<file path="config.mk">
export PLATFORM = sky130hd
export DESIGN_NAME = lift_call_dispatcher
export DESIGN_NICKNAME = d
export VERILOG_FILES = /design/src/rtl/lift_call_dispatcher.sv
export SDC_FILE = /design/constraint.sdc
export NUM_CORES = 1
export LEC_CHECK = 0
export CELL_PAD_IN_SITES_DETAIL_PLACEMENT = 1
export CELL_PAD_IN_SITES_GLOBAL_PLACEMENT = 1
export CORE_MARGIN = 2
export CORE_UTILIZATION = 32
export CTS_CLUSTER_DIAMETER = 80
export DETAILED_ROUTE_END_ITERATION = 10
export GPL_TIMING_DRIVEN = 0
export PLACE_DENSITY = 0.63
export SYNTH_ARGS = -nofsm -noshare
export SYNTH_HDL_FRONTEND = slang
export SYNTH_SLANG_ARGS = --single-unit
</file>
<file path="constraint.sdc">
create_clock -name CLK -period 1.5 [get_ports CLK]
set_input_delay 0.3 -clock CLK [delete_from_list [all_inputs] [get_ports CLK]]
set_output_delay 0.3 -clock CLK [all_outputs]
set_load 0.02 [all_outputs]
</file>
<file path="src/rtl/lift_call_dispatcher.sv">
// lift_call_dispatcher: latches call buttons, runs a SCAN sweep against the floor code and drives move/door commands
module lift_call_dispatcher #(
    parameter int NUM_FLOORS   = 3,
    parameter int FLOOR_W      = 2,
    parameter int DOOR_CYCLES  = 8,
    parameter int MOVE_TIMEOUT = 64
) (
    input  logic                  CLK,
    input  logic                  RES,
    input  logic [NUM_FLOORS-1:0] call,
    input  logic [FLOOR_W-1:0]    floor,
    output logic                  move_up,
    output logic                  move_down,
    output logic                  door_open,
    output logic [NUM_FLOORS-1:0] pending,
    output logic                  dir_up,
    output logic                  fault
);
    localparam int DTW = $clog2(DOOR_CYCLES + 1);
    localparam int MTW = $clog2(MOVE_TIMEOUT + 1);

    typedef enum logic [1:0] {IDLE, MOVING, DOOR, FAULT} state_t;

    state_t                state, state_n;
    logic [NUM_FLOORS-1:0] call_q, pend_n, here_mask, edges, set, clr;
    logic [FLOOR_W-1:0]    floor_q;
    logic [DTW-1:0]        door_timer, dt_n;
    logic [MTW-1:0]        move_timer, mt_n;
    logic                  mu_n, md_n, do_n, dir_n, fault_n;
    logic                  here, up_ahead, down_ahead, at_top, at_bot, illegal, floor_chg, door_hit, end_dir;

    // floor decode and pending look-ahead relative to the current floor
    always_comb begin
        here_mask  = '0;
        up_ahead   = 1'b0;
        down_ahead = 1'b0;
        for (int i = 0; i < NUM_FLOORS; i++) begin
            here_mask[i] = int'(floor) == i;
            if (i > int'(floor)) up_ahead = up_ahead | pending[i];
            if (i < int'(floor)) down_ahead = down_ahead | pending[i];
        end
        here      = |(pending & here_mask);
        illegal   = int'(floor) >= NUM_FLOORS;
        at_top    = int'(floor) == NUM_FLOORS - 1;
        at_bot    = floor == '0;
        end_dir   = at_top ? 1'b0 : (at_bot ? 1'b1 : dir_up);
        floor_chg = floor != floor_q;
        edges     = call & ~call_q;
        door_hit  = (state == DOOR) && |(edges & here_mask);
        set       = edges & ~((state == DOOR) ? here_mask : '0);
    end

    // next-state and registered-output decisions
    always_comb begin
        state_n = state;
        mu_n    = 1'b0;
        md_n    = 1'b0;
        do_n    = 1'b0;
        dir_n   = dir_up;
        fault_n = fault;
        dt_n    = door_timer;
        mt_n    = move_timer;
        clr     = '0;
        case (state)
            IDLE: begin
                if (here) begin
                    state_n = DOOR;
                    clr     = here_mask;
                    do_n    = 1'b1;
                    dt_n    = DTW'(DOOR_CYCLES);
                    dir_n   = end_dir;
                end else if (dir_up ? up_ahead : down_ahead) begin
                    state_n = MOVING;
                    mu_n    = dir_up;
                    md_n    = ~dir_up;
                    mt_n    = '0;
                end else if (dir_up ? down_ahead : up_ahead) begin
                    state_n = MOVING;
                    dir_n   = ~dir_up;
                    mu_n    = ~dir_up;
                    md_n    = dir_up;
                    mt_n    = '0;
                end
            end
            MOVING: begin
                if (floor_chg) begin
                    mt_n = '0;
                    if (here) begin
                        state_n = DOOR;
                        clr     = here_mask;
                        do_n    = 1'b1;
                        dt_n    = DTW'(DOOR_CYCLES);
                        dir_n   = end_dir;
                    end else if (dir_up ? at_top : at_bot) begin
                        // reached an end floor with nothing to serve there: stop and turn
                        state_n = IDLE;
                        dir_n   = end_dir;
                    end else begin
                        mu_n = dir_up;
                        md_n = ~dir_up;
                    end
                end else if (move_timer == MTW'(MOVE_TIMEOUT - 1)) begin
                    state_n = FAULT;
                    fault_n = 1'b1;
                end else begin
                    mt_n = move_timer + MTW'(1);
                    mu_n = dir_up;
                    md_n = ~dir_up;
                end
            end
            DOOR: begin
                if (door_hit) begin
                    dt_n = DTW'(DOOR_CYCLES);
                    do_n = 1'b1;
                end else if (door_timer <= DTW'(1)) begin
                    state_n = IDLE;
                    dt_n    = '0;
                end else begin
                    dt_n = door_timer - DTW'(1);
                    do_n = 1'b1;
                end
            end
            default: fault_n = 1'b1;
        endcase
        if (illegal) begin
            state_n = FAULT;
            fault_n = 1'b1;
            mu_n    = 1'b0;
            md_n    = 1'b0;
            do_n    = 1'b0;
        end
        pend_n = (state_n == FAULT) ? pending : ((pending | set) & ~clr);
    end

    // state and output registers with synchronous reset
    always_ff @(posedge CLK) begin
        if (RES) begin
            state      <= IDLE;
            pending    <= '0;
            move_up    <= 1'b0;
            move_down  <= 1'b0;
            door_open  <= 1'b0;
            dir_up     <= 1'b1;
            fault      <= 1'b0;
            door_timer <= '0;
            move_timer <= '0;
            call_q     <= '0;
            floor_q    <= '0;
        end else begin
            state      <= state_n;
            pending    <= pend_n;
            move_up    <= mu_n;
            move_down  <= md_n;
            door_open  <= do_n;
            dir_up     <= dir_n;
            fault      <= fault_n;
            door_timer <= dt_n;
            move_timer <= mt_n;
            call_q     <= call;
            floor_q    <= floor;
        end
    end
endmodule

</file>
==> run_results.csv, run 1 <==
group,metric,value,unit
status,outcome,"finished with violations",
status,failed_checks,"negative setup slack",
worst_setup_path,path_max_fanout,4,
place,buffer_ports.inserted,12,
grt,first_global_vias,1680,
worst_hold_path,min_path_type,"in2reg",
worst_setup_path,crit_required,1.71,ns
finish,fin_cells,296,
finish,nNetsFinal,240,
routing,ant_nets,0,
worst_setup_path,reg2reg_depth,6,
grt,overflow,0,
worst_setup_path,start_kind,"register",
synthesis,syn_area_per_cell,7.958,um^2
sta,layout_min_cycle_time,1.677,ns
worst_setup_path,r2r-start,"move_timer[1]",
place,dp_slack,-0.4283,ns
floorplanning,ioPinCount,15,
worst_setup_path,crit_arrival,1.89,ns
worst_setup_path,critPathMaxStageDelay,0.44,ns
routing,drcViolationCount,0,
sta,fin_ws,-0.1769,ns
clock_network,cts.clk_slew.worst_paths,0.09,ns
sta,fin_skew,0.002162,ns
finish,seqCellArea,540.5,um^2
finish,nFillCells,553,
floorplanning,dieArea,0.005554,mm^2
place,hpwl,3.485,mm
routing,drt_iter0_drc,63,
sta,setup_viol,9,
power,power.density,901.2,mW/mm^2
sta,slew_headroom,65.14,%
synthesis,synth.cell_area,0.001592,mm^2
floorplanning,die_h,74.53,um
routing,drt_first_pass_iters,4,
synthesis,synth_cell_types,50,
place,dp_cells,279,
worst_hold_path,hold_depth,2,
synthesis,synthesis.nets,210,
floorplanning,core_area,0.004755,mm^2
clock_network,tritoncts,"built",
sta,post-route-period-util,111.8,%
job,timing.max_cap.violations,0,
worst_setup_path,cp_slowest_cell,"or4_4",
sta,hold_viol,0,
place,gp_congestion,0.8089,
synthesis,postSynth.asyncResetShare,0,%
power,peakVddDrop,0.4192,mV
clock_network,cts_root_buffer,"clkbuf_8",
clock_network,htree_levels,1,
clock_network,cts_hold_buf,0,
worst_setup_path,cp_cell_sequence,"ha_2 -> and4b_1 -> nand4_1 -> nand3_2 -> or4_4 -> a21oi_2",
worst_setup_path,crit_end,"move_timer[4]",
synthesis,synth-seq-area-share,32.70,%
place,place_area,0.001842,mm^2
clock_network,cts-buffers-inserted,3,
synthesis,ys_ff_latch,26,
routing,wl_per_cell,17.14,um
floorplanning,start_util,33.47,%
sta,fmax,596.3,MHz
routing,avgViaCountPerCell,5.534,
routing,num_vias,1638,
grt,grt_pass1_wl,8.252,mm
worst_setup_path,critPathKind,"reg2reg",
synthesis,synth_edf_count,0,
floorplanning,core.rowCount,25,
grt,antenna_found_initial,0,
finish,multi_input_area,0.001249,mm^2
clock_network,clock_sinks,26,
clock_network,clock_path_buffers,2,
routing,wirelength,5.073,mm
floorplanning,die_w,74.53,um
finish,area_growth,41.43,%
finish,design_area,0.002251,mm^2
synthesis,yosysWarnings,0,
finish,drive_gt1_share,38.86,%
synthesis,synthFlopType,"dfxtp_1",
sta,tightest_slew,0.5229,ns
worst_setup_path,end_kind,"register",
grt,grt_usage,19.01,%
synthesis,syn_inst,200,
sta,maxSlewViolCount,0,
worst_setup_path,rr_endpoint,"move_timer[4]",
power,p_leak,0.8122,nW
worst_setup_path,crit_start,"move_timer[1]",
finish,antenna_cells,0,
sta,rsz0062_at_grt,"true",
worst_setup_path,regToRegSetupSlack,-0.18,ns
grt,grt_max_degree,15,
clock_network,clk_latency,0.27,ns
worst min path at each step:
stage / slack (ns) / from / end
final: 0.40 / call[0] / call_q[0]
after global routing: 0.44 / call[0] / call_q[0]
after CTS: 0.40 / call[0] / call_q[0]
after detailed placement: 0.49 / move_timer[6] / move_timer[6]
after global placement: 0.46 / move_timer[6] / move_timer[6]
after floorplan: 0.43 / call[0] / call_q[0]
report_power, final:
part / total (W) / leakage, nW / switching [W] / internal (W)
Sequential: 0.000809 / 0.217 / 0.0000705 / 0.000739
Combinational: 0.000748 / 0.566 / 0.000418 / 0.000330
Clock: 0.000472 / 0.0288 / 0.000236 / 0.000235
Total: 0.00203 / 0.812 / 0.000725 / 0.00130
state kept, by name, indices dropped and copies added, names as in the netlist:
name and count:
move_down 1, door_timer 4, state 2, door_open 1, call_q 3, move_up 1, floor_q 2, dir_up 1
move_timer 7, fault 1, pending 3
routing by layer:
metal	vias up	GRT usage, %	wire (um)
met2	20	32.35	2486
met3	8	2.439	111
met1	809	25.41	2399
met4	0	4.960	76
li1	801	-	-
met5	-	0	0
worst max-delay path, delay by kind of cell (launching register included):
family          cells  cell delay, ns
fa+ha+maj           1            0.21
simple gates        4            0.90
compound gates      1            0.14
flops               1            0.37
metrics by stage:
stage / total power (W) / util [%] / hold WS, ns / setup TNS, ns
floorplan: 0.001195 / - / 0.4282 / -0.4036
global route: 0.002135 / 47.34 / 0.4412 / -1.928
global placement: 0.001357 / 38.74 / 0.4609 / -5.909
CTS: 0.001940 / 43.18 / 0.4030 / -1.746
finish: 0.002029 / 47.34 / 0.3983 / -0.8663
detailed placement: 0.001376 / 38.74 / 0.4872 / -6.423
cells in the final DEF, fill, tap and decap left out, types with 3 or more instances in the layout:
| master | synthesis | layout |
|---|---|---|
| a31oi_1 | 3 | 3 |
| a211oi_1 | 4 | 3 |
| nand2_1 | 11 | 10 |
| inv_1 | 9 | 8 |
| buf_4 | 2 | 14 |
| dfxtp_1 | 26 | 18 |
| nor2_1 | 18 | 15 |
| dlygate4sd2_1 | 0 | 6 |
| nand2b_1 | 8 | 8 |
| nand3b_1 | 3 | 3 |
| o21ai_0 | 11 | 3 |
| o21ai_1 | 1 | 5 |
| dfxtp_2 | 0 | 4 |
| clkbuf_2 | 0 | 6 |
| clkbuf_8 | 0 | 4 |
| or3_1 | 5 | 3 |
| nor2b_1 | 8 | 6 |
| nor4_1 | 4 | 3 |
| a21oi_1 | 20 | 15 |
| dfxtp_4 | 0 | 4 |
| o21ai_2 | 0 | 3 |
| buf_6 | 4 | 4 |
| clkdlybuf4s50_1 | 0 | 3 |
| a21oi_2 | 0 | 4 |
| o41ai_2 | 0 | 3 |
cell type report:
| type | count | area share, % |
|---|---|---|
| plain buffers | 8 | 2.390 |
| clock buffers | 4 | 2.446 |
| inverters | 9 | 1.501 |
| multi-input cells | 153 | 55.48 |
| flip-flops and latches | 26 | 24.01 |
| well taps | 67 | 3.724 |
| repair buffers | 29 | 10.45 |
cells by family after synthesis:
| group | count (synthesis) | synth area share (%) |
|---|---|---|
| and+or+nand+nor | 79 | 27.12 |
| AOI/OAI and AO/OA | 66 | 27.59 |
| DFF | 26 | 32.70 |
| buffers and inverters | 21 | 7.389 |
| adders and majority gates | 3 | 2.359 |
| xor gates and xnor gates | 4 | 2.202 |
| muxes | 1 | 0.6290 |
timing repair:
item | CTS | global route
cloned | 0 | 0
resized for setup | 36 | 54
pin swaps | 14 | 23
setup buffers | 6 | 11
endpoints found under the setup margin | 28 | 21
cells in the mapped netlist, types with 2 or more instances:
library cell / instances / share of area [%]
buf_6: 4 / 2.8
inv_1: 9 / 2.1
nor4_1: 4 / 1.6
o31ai_1: 3 / 1.4
o21ai_0: 11 / 3.5
nor3_1: 4 / 1.3
nand3_1: 3 / 0.94
nand3b_1: 3 / 1.4
xor2_1: 2 / 1.1
clkbuf_1: 5 / 1.2
nor2_1: 18 / 4.2
o41ai_1: 3 / 1.7
a21oi_1: 20 / 6.3
or4_1: 2 / 0.94
or3_1: 5 / 2.0
a21o_1: 2 / 0.94
a31oi_1: 3 / 1.2
o22ai_1: 4 / 1.6
a211oi_1: 4 / 1.9
nor2b_1: 8 / 3.1
dfxtp_1: 26 / 33
nand4_1: 2 / 0.79
ha_1: 3 / 2.4
xnor2_1: 2 / 1.1
nand2b_1: 8 / 3.1
a221oi_1: 3 / 1.7
buf_4: 2 / 0.94
and3_1: 4 / 1.6
nand2_1: 11 / 2.6
or2_2: 2 / 0.79
(Power assumes the default switching activity.)
==> run 2: changes to the inputs <==
- CTS_CLUSTER_DIAMETER: 80 -> 100
- RECOVER_POWER: unset -> 100
==> run_results.csv, run 2 (same netlist as run 1, synthesis figures left out) <==
group,metric,value,unit
worst_setup_path,critPathBufInv,0,
worst_setup_path,crit_required,1.71,ns
routing,drt_iter0_drc,63,
grt,busiest_layer,"met2",
clock_network,tritoncts,"built",
worst_setup_path,cp_cell_sequence,"ha_2 -> and4b_1 -> nand4_1 -> nand3_2 -> or4_4 -> a21oi_2",
sta,post-route-period-util,111.8,%
status,outcome,"finished with violations",
clock_network,cts.clk_slew.worst_paths,0.09,ns
worst_setup_path,r2r-start,"move_timer[1]",
worst_setup_path,crit_family,"simple AND/OR/NAND/NOR gates",
power,power.density,903.9,mW/mm^2
clock_network,cts_root_buffer,"clkbuf_8",
routing,wl_per_cell,17.14,um
grt,use_met3,2.439,%
worst_setup_path,cp_slowest_cell,"or4_4",
finish,area_growth,40.80,%
floorplanning,core_area,0.004755,mm^2
finish,layout_commonest_cell,"dfxtp_1",
floorplanning,dieArea,0.005554,mm^2
status,failed_checks,"negative setup slack",
place,gp_congestion,0.8089,
grt,grt_pass1_wl,8.252,mm
power,p_int,0.001301,W
routing,wirelength,5.074,mm
worst_setup_path,crit_start,"move_timer[1]",
finish,reg.largest.list,"move_timer: 7 flops, door_timer: 4 flops",
worst_setup_path,regToRegSetupSlack,-0.18,ns
clock_network,clk_latency,0.27,ns
finish,final_cell_mix,"dfxtp_1 (18), nor2_1 (15), a21oi_1 (15)",
sta,hold_viol,0,
power,total_power,0.002026,W
finish,drive_gt1_share,38.43,%
clock_network,cts_hold_buf,0,
clock_network,clock_sinks,26,
grt,first_global_vias,1680,
sta,slew_headroom,65.14,%
floorplanning,die_w,74.53,um
sta,fin_skew,0.002206,ns
grt,grtUsageMet2,32.35,%
sta,tightest_slew,0.5228,ns
place,dp_slack,-0.4283,ns
grt,grt_usage,19.01,%
grt,overflow,0,
finish,largest_reg_flops,7,
floorplanning,core.rowCount,25,
finish,antenna_cells,0,
finish,fin_util,47.13,%
grt,antenna_found_initial,0,
clock_network,cts-buffers-inserted,3,
routing,num_vias,1639,
power,pwr-share-seq,40.0,%
finish,nNetsFinal,240,
routing,drcViolationCount,0,
power,switchingPower,0.0007248,W
clock_network,htree_levels,1,
worst_hold_path,hp-start,"call[0]",
routing,avgViaCountPerCell,5.537,
worst_hold_path,min_path_type,"in2reg",
floorplanning,die_h,74.53,um
power,p_leak,0.7891,nW
worst_setup_path,critPathKind,"reg2reg",
worst_setup_path,critPathMaxStageDelay,0.44,ns
power,comb_power_share,36.8,%
worst_setup_path,start_kind,"register",
worst_setup_path,crit_arrival,1.89,ns
place,hpwl,3.485,mm
finish,nFillCells,557,
sta,fin_ws,-0.1769,ns
floorplanning,start_util,33.47,%
clock_network,clock_path_buffers,2,
sta,setup_viol,9,
sta,rsz0062_at_grt,"true",
sta,layout_min_cycle_time,1.677,ns
routing,ant_nets,0,
sta,fmax,596.3,MHz
job,timing.max_cap.violations,0,
floorplanning,ioPinCount,15,
routing,drt_first_pass_iters,4,
worst_setup_path,path_max_fanout,4,
sta,maxSlewViolCount,0,
power,p_sw_share,35.78,%
power,peakVddDrop,0.4192,mV
grt,grt_util_met1,25.41,%
place,buffer_ports.inserted,12,
power,p_clk_share,23.3,%
grt,grt_max_degree,15,
worst_setup_path,end_kind,"register",
finish,regMostFlops,"move_timer",
## run 2: changes by cell type in the layout (fill, tap and decap cells not counted), sizes merged
cell and change:
dlymetal6s2s -1, clkbuf +1, clkdlybuf4s50 -1, dlygate4sd3 +1
## run 2: metal layers
| layer | vias up | part of all wire [%] |
|---|---|---|
| met5 | - | 0 |
| met4 | 0 | 1.5 |
| met3 | 8 | 2.2 |
| met2 | 20 | 49 |
| met1 | 809 | 47 |
| li1 | 802 | - |
## run 2: timing repair
item,in CTS,in global routing
endpoints found under the setup margin,28,21
resized for setup,36,54
setup buffers,6,11
pin swaps,14,23
## run 2: worst register-to-register path, delay by kind of cell (launching register included)
kind                       cells  cell delay, ns
AOI/OAI and AO/OA              1            0.14
adders and majority gates      1            0.21
DFF                            1            0.37
and+or+nand+nor                4            0.90
## run 2: cell type report
class | instances | area (um^2) | area share [%]
Buffer | 8 | 53.80 | 2.401
Clock buffer | 4 | 55.05 | 2.457
Inverter | 9 | 33.78 | 1.508
Multi-Input combinational cell | 153 | 1249 | 55.72
Sequential cell | 26 | 540.5 | 24.12
Tap cell | 67 | 83.83 | 3.741
Timing Repair Buffer | 29 | 225.2 | 10.05
## run 2: worst paths after layout
path	endpoint	cells past startpoint
min	call_q[0]	2
min reg2reg	door_timer[0]	2
max	move_timer[4]	6
max reg2reg	move_timer[4]	6
## run 2: stage by stage
stage / hold WS, ns / area, um^2 / cells / TNS (ns)
floorplan: 0.4282 / 1638 / 200 / -0.4036
global placement: 0.4609 / 1842 / 279 / -5.909
detailed placement: 0.4872 / 1842 / 279 / -6.423
CTS: 0.4030 / 2053 / 288 / -1.746
global route: 0.4412 / 2241 / 296 / -1.928
finish: 0.3982 / 2241 / 296 / -0.8659
## run 2: power groups by stage
stage / registers [W] / logic [W] / clock network (W)
2_1_floorplan: 0.000814 / 0.000381 / 0
3_3_place_gp: 0.000789 / 0.000568 / 0
3_5_place_dp: 0.000794 / 0.000582 / 0
4_1_cts: 0.000790 / 0.000668 / 0.000483
5_1_grt: 0.000819 / 0.000806 / 0.000507
6_report: 0.000809 / 0.000744 / 0.000472
